**src/rtl/octree_pkg.sv**
```systemverilog
// octree_pkg: shared SRAM geometry and reader FSM state encoding.
package octree_pkg;
  localparam int SRAM_ADDR_W = 10;
  localparam int SRAM_DATA_W = 64;
  typedef enum logic [1:0] {RD_IDLE, RD_RUN, RD_DRAIN, RD_DONE} rd_state_e;
endpackage

```
**src/rtl/octree_stream_fifo2.sv**
```systemverilog
// octree_stream_fifo2: two-entry skid FIFO with registered valid; push and pop may coincide when full.
module octree_stream_fifo2 #(
  parameter int W = 65
) (
  input  logic         clk,
  input  logic         rst_n,
  input  logic         push_i,
  input  logic [W-1:0] data_i,
  input  logic         pop_i,
  output logic         valid_o,
  output logic [W-1:0] data_o,
  output logic [1:0]   occ_o
);
  logic [W-1:0] s0_q, s0_d, s1_q, s1_d;
  logic [1:0]   cnt_q, cnt_d, cnt_p;
  logic         valid_q;
  always_comb begin
    cnt_p = cnt_q - {1'b0, pop_i};
    s0_d  = pop_i ? s1_q : s0_q;
    s1_d  = s1_q;
    if (push_i && cnt_p == 2'd0) s0_d = data_i;
    if (push_i && cnt_p == 2'd1) s1_d = data_i;
    cnt_d = cnt_p + {1'b0, push_i};
  end
  always_ff @(posedge clk or negedge rst_n) begin
    if (!rst_n) begin
      s0_q    <= '0;
      s1_q    <= '0;
      cnt_q   <= '0;
      valid_q <= 1'b0;
    end else begin
      s0_q    <= s0_d;
      s1_q    <= s1_d;
      cnt_q   <= cnt_d;
      valid_q <= cnt_d != 2'd0;
    end
  end
  assign valid_o = valid_q;
  assign data_o  = s0_q;
  assign occ_o   = cnt_q;
endmodule

```
**src/rtl/octree_sram_stream_reader.sv**
```systemverilog
// octree_sram_stream_reader: bursts len words out of the 1-cycle SRAM into a valid/ready stream.
module octree_sram_stream_reader
  import octree_pkg::*;
#(
  parameter int ADDR_WIDTH = SRAM_ADDR_W,
  parameter int DATA_WIDTH = SRAM_DATA_W,
  parameter int LEN_WIDTH  = ADDR_WIDTH + 1
) (
  input  logic                  clk,
  input  logic                  rst_n,
  input  logic                  start_i,
  input  logic [ADDR_WIDTH-1:0] base_addr_i,
  input  logic [LEN_WIDTH-1:0]  len_i,
  output logic                  busy_o,
  output logic                  done_o,
  output logic                  sram_req_o,
  output logic                  sram_we_o,
  output logic [ADDR_WIDTH-1:0] sram_addr_o,
  input  logic [DATA_WIDTH-1:0] sram_rdata_i,
  output logic                  m_valid_o,
  input  logic                  m_ready_i,
  output logic [DATA_WIDTH-1:0] m_data_o,
  output logic                  m_last_o
);
  rd_state_e             state_q, state_d;
  logic [ADDR_WIDTH-1:0] addr_q, addr_d;
  logic [LEN_WIDTH-1:0]  len_q, len_d, issued_q, issued_d, emitted_q, emitted_d;
  logic                  inflight_q, last_q, pop, req;
  logic [1:0]            occ;
  assign pop = m_valid_o & m_ready_i;
  // Issue only if the word returning next cycle is guaranteed a free slot.
  assign req = (state_q == RD_RUN) && (issued_q != len_q) &&
               (({1'b0, occ} + {2'b00, inflight_q}) < (3'd2 + {2'b00, pop}));
  always_comb begin
    state_d   = state_q;
    addr_d    = addr_q;
    len_d     = len_q;
    issued_d  = issued_q;
    emitted_d = pop ? emitted_q + LEN_WIDTH'(1) : emitted_q;
    case (state_q)
      RD_IDLE: begin
        if (start_i && len_i != '0) begin
          addr_d    = base_addr_i;
          len_d     = len_i;
          issued_d  = '0;
          emitted_d = '0;
          state_d   = RD_RUN;
        end else if (start_i) begin
          state_d = RD_DONE;
        end
      end
      RD_RUN: begin
        if (req) begin
          addr_d   = addr_q + ADDR_WIDTH'(1);
          issued_d = issued_q + LEN_WIDTH'(1);
        end
        if (issued_d == len_q) state_d = RD_DRAIN;
      end
      RD_DRAIN: if (pop && emitted_q == len_q - LEN_WIDTH'(1)) state_d = RD_DONE;
      default: state_d = RD_IDLE;
    endcase
  end
  always_ff @(posedge clk or negedge rst_n) begin
    if (!rst_n) begin
      state_q    <= RD_IDLE;
      addr_q     <= '0;
      len_q      <= '0;
      issued_q   <= '0;
      emitted_q  <= '0;
      inflight_q <= 1'b0;
      last_q     <= 1'b0;
    end else begin
      state_q    <= state_d;
      addr_q     <= addr_d;
      len_q      <= len_d;
      issued_q   <= issued_d;
      emitted_q  <= emitted_d;
      inflight_q <= req;
      last_q     <= req && (issued_q == len_q - LEN_WIDTH'(1));
    end
  end
  octree_stream_fifo2 #(.W(DATA_WIDTH + 1)) u_fifo (
    .clk     (clk),
    .rst_n   (rst_n),
    .push_i  (inflight_q),
    .data_i  ({last_q, sram_rdata_i}),
    .pop_i   (pop),
    .valid_o (m_valid_o),
    .data_o  ({m_last_o, m_data_o}),
    .occ_o   (occ)
  );
  assign busy_o      = (state_q == RD_RUN) || (state_q == RD_DRAIN);
  assign done_o      = state_q == RD_DONE;
  assign sram_req_o  = req;
  assign sram_we_o   = 1'b0;
  assign sram_addr_o = addr_q;
endmodule

```
**config.mk**
```make
export PLATFORM = sky130hd
export DESIGN_NAME = octree_sram_stream_reader
export DESIGN_NICKNAME = d
export VERILOG_FILES = /design/src/rtl/octree_pkg.sv /design/src/rtl/octree_stream_fifo2.sv /design/src/rtl/octree_sram_stream_reader.sv
export SDC_FILE = /design/constraint.sdc
export NUM_CORES = 1
export LEC_CHECK = 0
export ABC_AREA = 1
export BUFFER_PORTS_ARGS = -buffer_cell sky130_fd_sc_hd__buf_2
export CAP_MARGIN = 20
export CORE_ASPECT_RATIO = 0.7
export CORE_MARGIN = 2
export CORE_UTILIZATION = 55
export CTS_CLUSTER_DIAMETER = 30
export DETAILED_ROUTE_END_ITERATION = 8
export PLACE_DENSITY = 0.79
export SLEW_MARGIN = 20
export SYNTH_ARGS = -nofsm -noshare
export SYNTH_HDL_FRONTEND = slang
export SYNTH_SLANG_ARGS = --single-unit
```
**constraint.sdc**
```tcl
create_clock -name clk -period 3.1 [get_ports clk]
set_input_delay 0.155 -clock clk [delete_from_list [all_inputs] [get_ports clk]]
set_output_delay 0.155 -clock clk [all_outputs]
set_load 0.005 [all_outputs]
```
* Word-level counts from Yosys, hierarchy flattened *
Cells that the tools add are included.

storage, ports and cells
  flip-flop bits (word level) = 180
  latch bits = 0
  RAM bits = 0
  memory bits (read-only) = 0
  input bits = 89
  output and inout bits = 80
  logic and storage cells = 69
  memories kept = 0

cells by class
  add/sub/neg operators = 8
  $mul = 0
  divide/modulo/power cells = 0
  order comparisons = 1
  equal/unequal tests = 13
  shift operators = 0
  mux-type cells = 17
  bitwise logic cells = 1
  reduce and logical (&&, ||, !) cells = 18

operator list
  kind                                                 count
  2-to-1 mux 65 bit                                    2
  2-to-1 mux 11 bit                                    6
  == test 11 bit                                       3
  adder 11 x 1 -> 11 bit (second input constant)       2
  one-hot mux 11 bit (2 select lines)                  1
  2-to-1 mux 10 bit                                    2
  one-hot mux 10 bit (2 select lines)                  1
  != test 11 bit                                       1
  nonzero test 11 bit                                  1
  subtractor 11 x 1 -> 11 bit (second input constant)  1
  adder 10 x 1 -> 10 bit (second input constant)       1
  2-to-1 mux 2 bit                                     4
  logical AND 1 bit                                    7
  != test 2 bit (second input constant)                3
  one-hot mux 2 bit (3 select lines)                   1
  AND reduction 3 bit                                  2
  nonzero test 2 bit                                   3
  == test 2 x 1 -> 1 bit (second input constant)       2
  == test 2 bit (second input constant)                2
  zero test 2 bit                                      2
  AND reduction 2 bit                                  2
  adder 2 x 1 -> 3 bit                                 1
  adder 2 x 1 -> 3 bit (first input constant)          1
  less-than comparator 3 bit                           1
  other kinds (6)                                      6

* Longest topological paths before layout *
Gate-level depths: netlist of run 1.

  word-level depth = 9
  mapped depth = 17
  depth with buffers taken out = 17

* Modules after synthesis *
Synthesis of run 1 repeated with hierarchy kept, for this count alone.

second synthesis, totals
  cells, all modules = 1363
  area total of the unflattened synthesis = 9858.2 um2

by module, submodules not included
  module                     times used  cells each  area each (um2)  sequential area each (um2)
  octree_stream_fifo2        1           863         6303.5           3328.2
  octree_sram_stream_reader  1           500         3554.7           1176.1

* Worst setup path after synthesis of run 1 *
No wires, ideal clock.

  path type = register to register
  from = register u_fifo.valid_q, in the netlist u_fifo.valid_o
  to = register u_fifo.s0_q[44], in the netlist u_fifo.data_o[44]
  arrival = 2.195 ns
  data required time = 3.013 ns
  setup slack = 0.818 ns
  cell stages (with the launch flop) = 12
  buffers on the path = 3
  path through = dfrtp_1 -> nand2_2 -> clkinv_1 -> clkbuf_1 -> ha_1 -> xor2_1 -> inv_1 -> nand3_1 -> clkbuf_1 -> clkbuf_1 -> nand3_1 -> o211ai_1

on the way
  cells in the longest elaborated chain, start to end = 5
  elaborated cells between the ends (all ways) = 6
  those cells by class = add/sub: 1; mux: 1; bitwise: 1; reduce/logical: 3

ends and longest elaborated chain
  item                                                     RTL line                         RTL
  from (decl)                                              octree_stream_fifo2.sv:16        logic valid_q;
  from (signal assigned)                                   octree_stream_fifo2.sv:30        valid_q <= 1'b0;
  from (signal assigned)                                   octree_stream_fifo2.sv:35        valid_q <= cnt_d != 2'd0;
  AND 1 bit *                                              octree_sram_stream_reader.sv:30  assign pop = m_valid_o & m_ready_i;
  subtractor 2 x 1 -> 2 bit                                octree_stream_fifo2.sv:18        cnt_p = cnt_q - {1'b0, pop_i};
  zero test 2 bit                                          octree_stream_fifo2.sv:21        if (push_i && cnt_p == 2'd0) s0_d = data_i;
  logical AND 1 bit                                        octree_stream_fifo2.sv:21
  2-to-1 mux 65 bit or nonzero test 2 bit (tied branches)  n/a
  to (signal assigned)                                     octree_stream_fifo2.sv:27        s0_q <= '0;
  to (signal assigned)                                     octree_stream_fifo2.sv:32        s0_q <= s0_d;
  to (decl)                                                octree_stream_fifo2.sv:14        logic [W-1:0] s0_q, s0_d, s1_q, s1_d;

Every way passes the cells marked *; elsewhere a longest branch is shown, timed or not.
A chain may end at the register's enable or synchronous reset.

* Worst setup path after layout of run 1 *
  from = register len_q[1]
  to = register state_q[0]

on the way
  cells in the longest elaborated chain, start to end = 8
  elaborated cells between the ends (all ways) = 12
  those cells by class = add/sub: 1; eq/ne: 5; mux: 2; reduce/logical: 4

ends and longest elaborated chain
  item                                                                                 RTL line                         RTL
  from (decl)                                                                          octree_sram_stream_reader.sv:27  logic [LEN_WIDTH-1:0] len_q, len_d, issued_q, issued_d, emitted_q, emitted_d;
  from (signal assigned)                                                               octree_sram_stream_reader.sv:75  len_q <= len_d;
  parallel branches: the longest is 7 deep, another holds subtractor 11 x 1 -> 11 bit  n/a
  AND reduction 3 bit (no line) *                                                      n/a
  to (signal assigned)                                                                 octree_sram_stream_reader.sv:73  state_q <= state_d;
  to (decl)                                                                            octree_sram_stream_reader.sv:25  rd_state_e state_q, state_d;

Mark *: on every way between the ends. The select of a mux whose other input is x is not followed.

==> impl_metrics.env, run 1 <==
export IMPL_die_area_um2=17540
export IMPL_total_of_flip_flops_plus_latches_after_synthesis=180
export IMPL_met2_demand_to_capacity_share_in_global_routing_pct=38.28
export IMPL_hold_path_class="in2reg"
export IMPL_dp_hpwl_um=14770
export IMPL_drt_total_wl_um=22600
export IMPL_clk_path_buf_depth=2
export IMPL_timing_max_transition_violations_final=0
export IMPL_worst_setup_path_type="reg2reg"
export IMPL_post_route_setup_tns_ns=0
export IMPL_vdd_drop_max_mv=0.5200
export IMPL_rsz_0062_raised_after_global_routing="no"
export IMPL_synth_avg_cell_area_um2=8.480
export IMPL_row_count=39
export IMPL_synth_ff_type="dfrtp_1"
export IMPL_finalInstanceArea_um2=11100
export IMPL_fill_cells=1326
export IMPL_layout_cells_most_common_list="nand2_1 (190), dfrtp_1 (180), buf_2 (166), nand3_1 (156), inv_1 (143)"
export IMPL_diodes=0
export IMPL_cts_resized=0
export IMPL_netlist_cell_type_count=45
export IMPL_result_of_the_run="finished clean"
export IMPL_die_height_um=111.4
export IMPL_dr_pass1_iters=5
export IMPL_place_inst=1414
export IMPL_yosysSeqAreaShare_pct=49.69
export IMPL_setup_viol=0
export IMPL_nets=1354
export IMPL_postSynthCellCount=1069
export IMPL_synth_cell_area_um2=9065
export IMPL_drcViolationCount=0
export IMPL_synth_enable_flop_cells=0
export IMPL_power_density_cell_area_nw_per_um2=908.3
export IMPL_required_ns=3.42
export IMPL_worstSetupStartpointType="flip-flop"
export IMPL_cts_buffers=17
export IMPL_clk_transition_reported_paths_ns=0.07
export IMPL_total_routing_usage_reported_by_global_routing_pct=26.81
export IMPL_total_via_count_in_the_routed_design=8069
export IMPL_tritoncts_num_sinks=180
export IMPL_tightestPinTransition_ns=0.7577
export IMPL_post_cts_setup_buffer_count=0
export IMPL_ant_nets=0
export IMPL_place_ws_ns=0.6873
export IMPL_place_gp_congestion=0.8837
export IMPL_global_route_usage_met3_pct=5.839
export IMPL_mostFrequentLayoutCell="nand2_1"
export IMPL_cpMostUsedCell="nand2_1"
export IMPL_fin_worst_setup_slack_ns=0.5842
export IMPL_min_period_over_period_pct=81.16
export IMPL_die_width_um=157.4
export IMPL_grt_pass1_wl_um=37560
export IMPL_post_layout_util_pct=68.53
export IMPL_area_growth_pct=22.47
export IMPL_mappedNetlistNets=1171
export IMPL_clock_root_buffer="clkbuf_16"
export IMPL_cts_htree_levels=4
export IMPL_global_route_met1_usage_pct=41.55
export IMPL_via_count_of_the_first_global_routing_pass=7533
export IMPL_cts_hold_fix_buffers=44
export IMPL_post_drt_via_cell_ratio=5.415
export IMPL_top_level_ports=169
export IMPL_fin_worst_skew_ns=0.008770
export IMPL_timing_max_slew_rel_slack_pct=49.49
export IMPL_avgRoutedWirePerCell_um=15.17
export IMPL_top_usage_layer="met1"
export IMPL_critPathMaxFanout=4
export IMPL_clock_fmax_mhz=397.5
export IMPL_finalHoldViolations=0
export IMPL_floorplan_initialDensity_pct=55.95
export IMPL_worst_ep_arrival_time_ns=2.84
export IMPL_yosys_warnings=0
export IMPL_critical_path_slowest_stage_cell="dfrtp_1"
export IMPL_cts_tree="yes"
export IMPL_grt_overflow_total=0
export IMPL_worst_r2r_cell_count=13
export IMPL_max_stage_delay_ns=0.46
export IMPL_largest_net_degree_at_the_start_of_global_routing=121
export IMPL_drtIter0Drc=646
export IMPL_non_filler_cells_in_the_finished_layout=1490
export IMPL_cell_area_reported_after_detailed_placement_um2=10080
export IMPL_critPathCaptureType="flip-flop"
export IMPL_antenna_found_initial=0
export IMPL_timing_critical_path_cells="inv_2 > ha_1 > nand2_1 > nor2_2 > nand4_1 > xnor2_1 > nand2_1 > nor2_1 > nand3_1 > a21oi_4 > nand2_2 > nand2_1 > nand2_1"
export IMPL_share_of_final_layout_standard_cells_stronger_than_drive_strength_1_pct=20.40
export IMPL_fp_coreArea_um2=16200
export IMPL_power_static_leakage_uw=0.005646
export IMPL_drv_max_cap_violation_count=0
export IMPL_min_path_cells=3
export IMPL_io_buffer_count=167
export IMPL_clk_latency_ns=0.43
export IMPL_clock_period_minus_final_worst_setup_slack_ns=2.516
export IMPL_postSynth_asyncResetShare_pct=100.0
[through the flow]
stage               hold WS [ns]  total power, µW
floorplan                -0.1406             6590
global placement          0.2275             7760
detailed placement        0.2245             7893
CTS                    0.0006203            10090
global route            0.001082            10870
finish                  0.008139            10080
[routing by layer]
metal  up-vias  wire length [µm]
met5         -                 0
met4         0               342
li1       3919                 -
met1      3806             11020
met2       308              9657
met3        36              1579
[cells in the mapped netlist, types with 5 or more instances]
master,instances,share of area (%)
nand2_2,10,0.69
a21oi_1,8,0.44
o21ai_0,92,5.1
inv_2,6,0.25
nand3_1,158,8.7
o22ai_1,11,0.76
nor3_1,11,0.61
dfrtp_1,180,50
xor2_1,26,2.5
buf_1,5,0.21
nand2_1,190,7.9
o211ai_1,71,5.9
ha_1,13,1.8
xnor2_1,9,0.87
nand4_1,8,0.55
inv_1,143,5.9
nand4_2,5,0.69
clkbuf_1,49,2.0
nor2_1,24,0.99
nor2_2,7,0.48
[state kept, by name (all words and copies together) (netlist names)]
name and cells:
u_fifo.occ_o 2, state_q 2, emitted_q 11, u_fifo.s1_q 65, u_fifo.valid_o 1, issued_q 11
u_fifo.data_o 65, inflight_q 1, sram_addr_o 10, last_q 1, len_q 11
[area by class of cell]
type,count,area (µm²),area share [%]
flip-flops and latches,180,4504,40.57
repair buffers,225,1413,12.72
clock inverters,14,141.4,1.274
well taps,225,281.5,2.536
multi-input cells,677,3754,33.81
clock buffers,18,439.2,3.956
inverters,151,569.3,5.128
[critical path: cells and delay by family (launching register included)]
kind	cells	cell delay, ns
buffers and inverters	1	0.13
AND/OR/NAND/NOR	9	1.13
adder cells (fa/ha/maj)	1	0.24
XOR/XNOR	1	0.22
AO/OA/AOI/OAI	1	0.23
flip-flops	1	0.46
[kinds of logic (layout without fill, tap and decap cells)]
kind of cell | after synthesis | in the layout | synth area share (%)
compound gates | 196 | 196 | 13.31
xor+xnor | 36 | 36 | 3.561
fa+ha+maj | 13 | 13 | 1.794
buf+inv | 212 | 408 | 9.179
flops | 180 | 180 | 49.69
other cells | 1 | 1 | 0.04137
simple gates | 431 | 431 | 22.43
[worst paths after layout]
kind	from	endpoint	slack, ns
worst max-delay path	len_q[1]$_DFFE_PN0P_	state_q[0]$_DFFE_PN0P_	0.58
worst min-delay path	sram_rdata_i[1]	u_fifo.s1_q[1]$_DFFE_PN0P_	0.008
worst max register to register	len_q[1]$_DFFE_PN0P_	state_q[0]$_DFFE_PN0P_	0.58
worst min register to register	u_fifo.s1_q[22]$_DFFE_PN0P_	u_fifo.s1_q[22]$_DFFE_PN0P_	0.49
max in group asynchronous	rst_n	u_fifo.data_o[48]$_DFFE_PN0P_	1.79
min in group asynchronous	rst_n	len_q[3]$_DFFE_PN0P_	0.31
[power breakdown]
group / switching, µW / internal, µW
clock network: 1030 / 1090
logic: 2410 / 1600
registers: 689 / 3270
total: 4120 / 5960
Power figures use the tool's default switching activity.
==> run 2: changes to the inputs <==
CORE_UTILIZATION = 51   (was 55)
PLACE_DENSITY = 0.77   (was 0.79)
clock period = 2.09 ns   (was 3.1 ns; I/O delays follow)
==> run 2 against run 1 <==
Against the previous run:
- the flow now finishes with violations (setup timing)
- final cell count rose by 9.3%
- final area rose by 14%
- register-to-register slack got worse by 0.67 ns
- critical path type unchanged
- largest power group unchanged
==> impl_metrics.env, run 2 (same netlist as run 1, synthesis figures left out) <==
export IMPL_cts_htree_levels=4
export IMPL_setup_worst_path_start="u_fifo.occ_o[0]$_DFF_PN0_"
export IMPL_grt_overflow_total=0
export IMPL_min_period_over_period_pct=103.9
export IMPL_setup_viol=2
export IMPL_result_of_the_run="finished with violations"
export IMPL_power_switching_fraction_pct=40.82
export IMPL_fin_worst_setup_slack_ns=-0.08149
export IMPL_timing_max_slew_rel_slack_pct=59.44
export IMPL_p_clk_share_pct=19.0
export IMPL_cp_num_buf_inv=1
export IMPL_vdd_drop_max_mv=0.7127
export IMPL_antenna_found_initial=0
export IMPL_grt_pass1_wl_um=41430
export IMPL_post_drt_via_cell_ratio=5.340
export IMPL_clock_fmax_mhz=460.5
export IMPL_die_height_um=115.5
export IMPL_drt_total_wl_um=26010
export IMPL_clk_latency_ns=0.43
export IMPL_drcViolationCount=0
export IMPL_post_route_setup_tns_ns=-0.1541
export IMPL_layout_cells_most_common_list="nand2_1 (181), dfrtp_1 (175), buf_2 (166), nand3_1 (154), inv_1 (142)"
export IMPL_timing_max_transition_violations_final=0
export IMPL_clk_transition_reported_paths_ns=0.08
export IMPL_multi_input_area_um2=3999
export IMPL_required_ns=2.41
export IMPL_clk_path_buf_depth=2
export IMPL_max_stage_delay_ns=0.41
export IMPL_row_count=40
export IMPL_tightestPinTransition_ns=0.6085
export IMPL_rsz_0062_raised_after_global_routing="yes"
export IMPL_cts_buffers=17
export IMPL_total_via_count_in_the_routed_design=8693
export IMPL_overall_power_of_the_completed_layout_uw=16710
export IMPL_fin_worst_skew_ns=0.01189
export IMPL_largest_net_degree_at_the_start_of_global_routing=61
export IMPL_cts_tree="yes"
export IMPL_place_gp_congestion=0.9092
export IMPL_fp_coreArea_um2=17270
export IMPL_seqPwrFrac_pct=35.0
export IMPL_failed_checks="setup timing"
export IMPL_nets=1486
export IMPL_mostFrequentLayoutCell="nand2_1"
export IMPL_non_filler_cells_in_the_finished_layout=1628
export IMPL_dp_hpwl_um=16290
export IMPL_total_routing_usage_reported_by_global_routing_pct=27.67
export IMPL_clock_period_minus_final_worst_setup_slack_ns=2.171
export IMPL_io_buffer_count=167
export IMPL_worst_setup_path_type="reg2reg"
export IMPL_fill_cells=1249
export IMPL_critPathTopFamily="simple AND/OR/NAND/NOR gates"
export IMPL_diodes=0
export IMPL_timing_critical_path_cells="ha_4 > or2_4 > nand2_4 > nand2_8 > inv_6 > nand3_4 > nand2_2 > nand2_2 > nand2_1 > nand2_1 > nor2_2 > nand3_2 > nand2_2 > nand2_2 > nand2_1 > nand2_1"
export IMPL_via_count_of_the_first_global_routing_pass=8308
export IMPL_worstSetupStartpointType="flip-flop"
export IMPL_post_layout_util_pct=73.17
export IMPL_power_static_leakage_uw=0.006325
export IMPL_hold_slack_ns=0.05339
export IMPL_comb_power_share_pct=46.0
export IMPL_power_switching_uw=6819
export IMPL_die_area_um2=18870
export IMPL_top_level_ports=169
export IMPL_area_growth_pct=39.37
export IMPL_hold_path_startpoint="sram_rdata_i[17]"
export IMPL_worst_ep_arrival_time_ns=2.49
export IMPL_share_of_final_layout_standard_cells_stronger_than_drive_strength_1_pct=27.34
export IMPL_cellInternalPower_uw=9887
export IMPL_critPathCaptureType="flip-flop"
export IMPL_critPathMaxFanout=7
export IMPL_die_width_um=163.4
export IMPL_drtIter0Drc=821
export IMPL_final_seq_area_um2=4511
export IMPL_critical_path_slowest_stage_cell="dfrtp_1"
export IMPL_ant_nets=0
export IMPL_avgRoutedWirePerCell_um=15.98
export IMPL_power_density_cell_area_nw_per_um2=1322
export IMPL_finalHoldViolations=0
export IMPL_tritoncts_num_sinks=180
export IMPL_floorplan_initialDensity_pct=52.50
export IMPL_clock_root_buffer="clkbuf_16"
export IMPL_drv_max_cap_violation_count=0
export IMPL_dr_pass1_iters=6
export IMPL_place_inst=1487
export IMPL_hold_path_class="in2reg"
export IMPL_r2r_start="u_fifo.occ_o[0]$_DFF_PN0_"
run 2: worst register-to-register path: stages (launching register included):
cell     delay (ns)
dfrtp_1        0.41
ha_4           0.24
or2_4          0.24
nand2_4        0.09
nand2_8        0.08
inv_6          0.08
nand3_4        0.14
nand2_2        0.14
nand2_2        0.07
nand2_1        0.06
nand2_1        0.07
nor2_2         0.12
nand3_2        0.08
nand2_2        0.09
nand2_2        0.07
nand2_1        0.06
nand2_1        0.05
run 2: power groups by stage:
stage	Clock [µW]	Combinational, µW	Sequential [µW]
4_1_cts	3220	7290	5810
3_3_place_gp	0	6470	5770
2_1_floorplan	0	4100	5700
3_5_place_dp	0	6670	5830
6_report	3170	7680	5850
5_1_grt	3380	8520	6000
run 2: final timing paths:
kind | to | slack [ns] | cells past startpoint
worst min-delay path | u_fifo.data_o[17]$_DFFE_PN0P_ | 0.05 | 3
max in group asynchronous | u_fifo.s1_q[53]$_DFFE_PN0P_ | 1.17 | 3
worst max register to register | state_q[1]$_DFFE_PN0P_ | -0.08 | 16
worst min register to register | u_fifo.s1_q[3]$_DFFE_PN0P_ | 0.49 | 2
worst max-delay path | state_q[1]$_DFFE_PN0P_ | -0.08 | 16
min in group asynchronous | u_fifo.data_o[11]$_DFFE_PN0P_ | 0.25 | 2
run 2: metal layers:
layer  global-route usage, %  part of all wire, %
met1                   39.01                   45
met2                   43.54                   46
met3                   6.621                  6.9
met4                   6.962                  1.5
met5                       0                    0
run 2: area by class of cell:
class | count | share of cell area [%]
flip-flops and latches | 180 | 35.70
multi-input cells | 679 | 31.65
repair buffers | 355 | 21.19
inverters | 151 | 4.526
clock buffers | 17 | 3.367
well taps | 231 | 2.288
clock inverters | 15 | 1.268
run 2: per-stage QoR:
stage	cell area [µm²]	setup slack, ns
after global placement	10720	-0.02520
final	12630	-0.08149
after CTS	12390	-0.04556
after floorplan	9097	0.01580
after detailed placement	10720	-0.1107
after global routing	12630	-0.2007
run 2: timing repair:
action                                 4_1_cts  5_1_grt
setup endpoints to repair                    4       67
setup buffers                                9       11
pin swaps                                   23       21
gates resized for setup                     33       24
hold buffers                                84        0
cloned                                       1        4
endpoints found under the hold margin      199        0
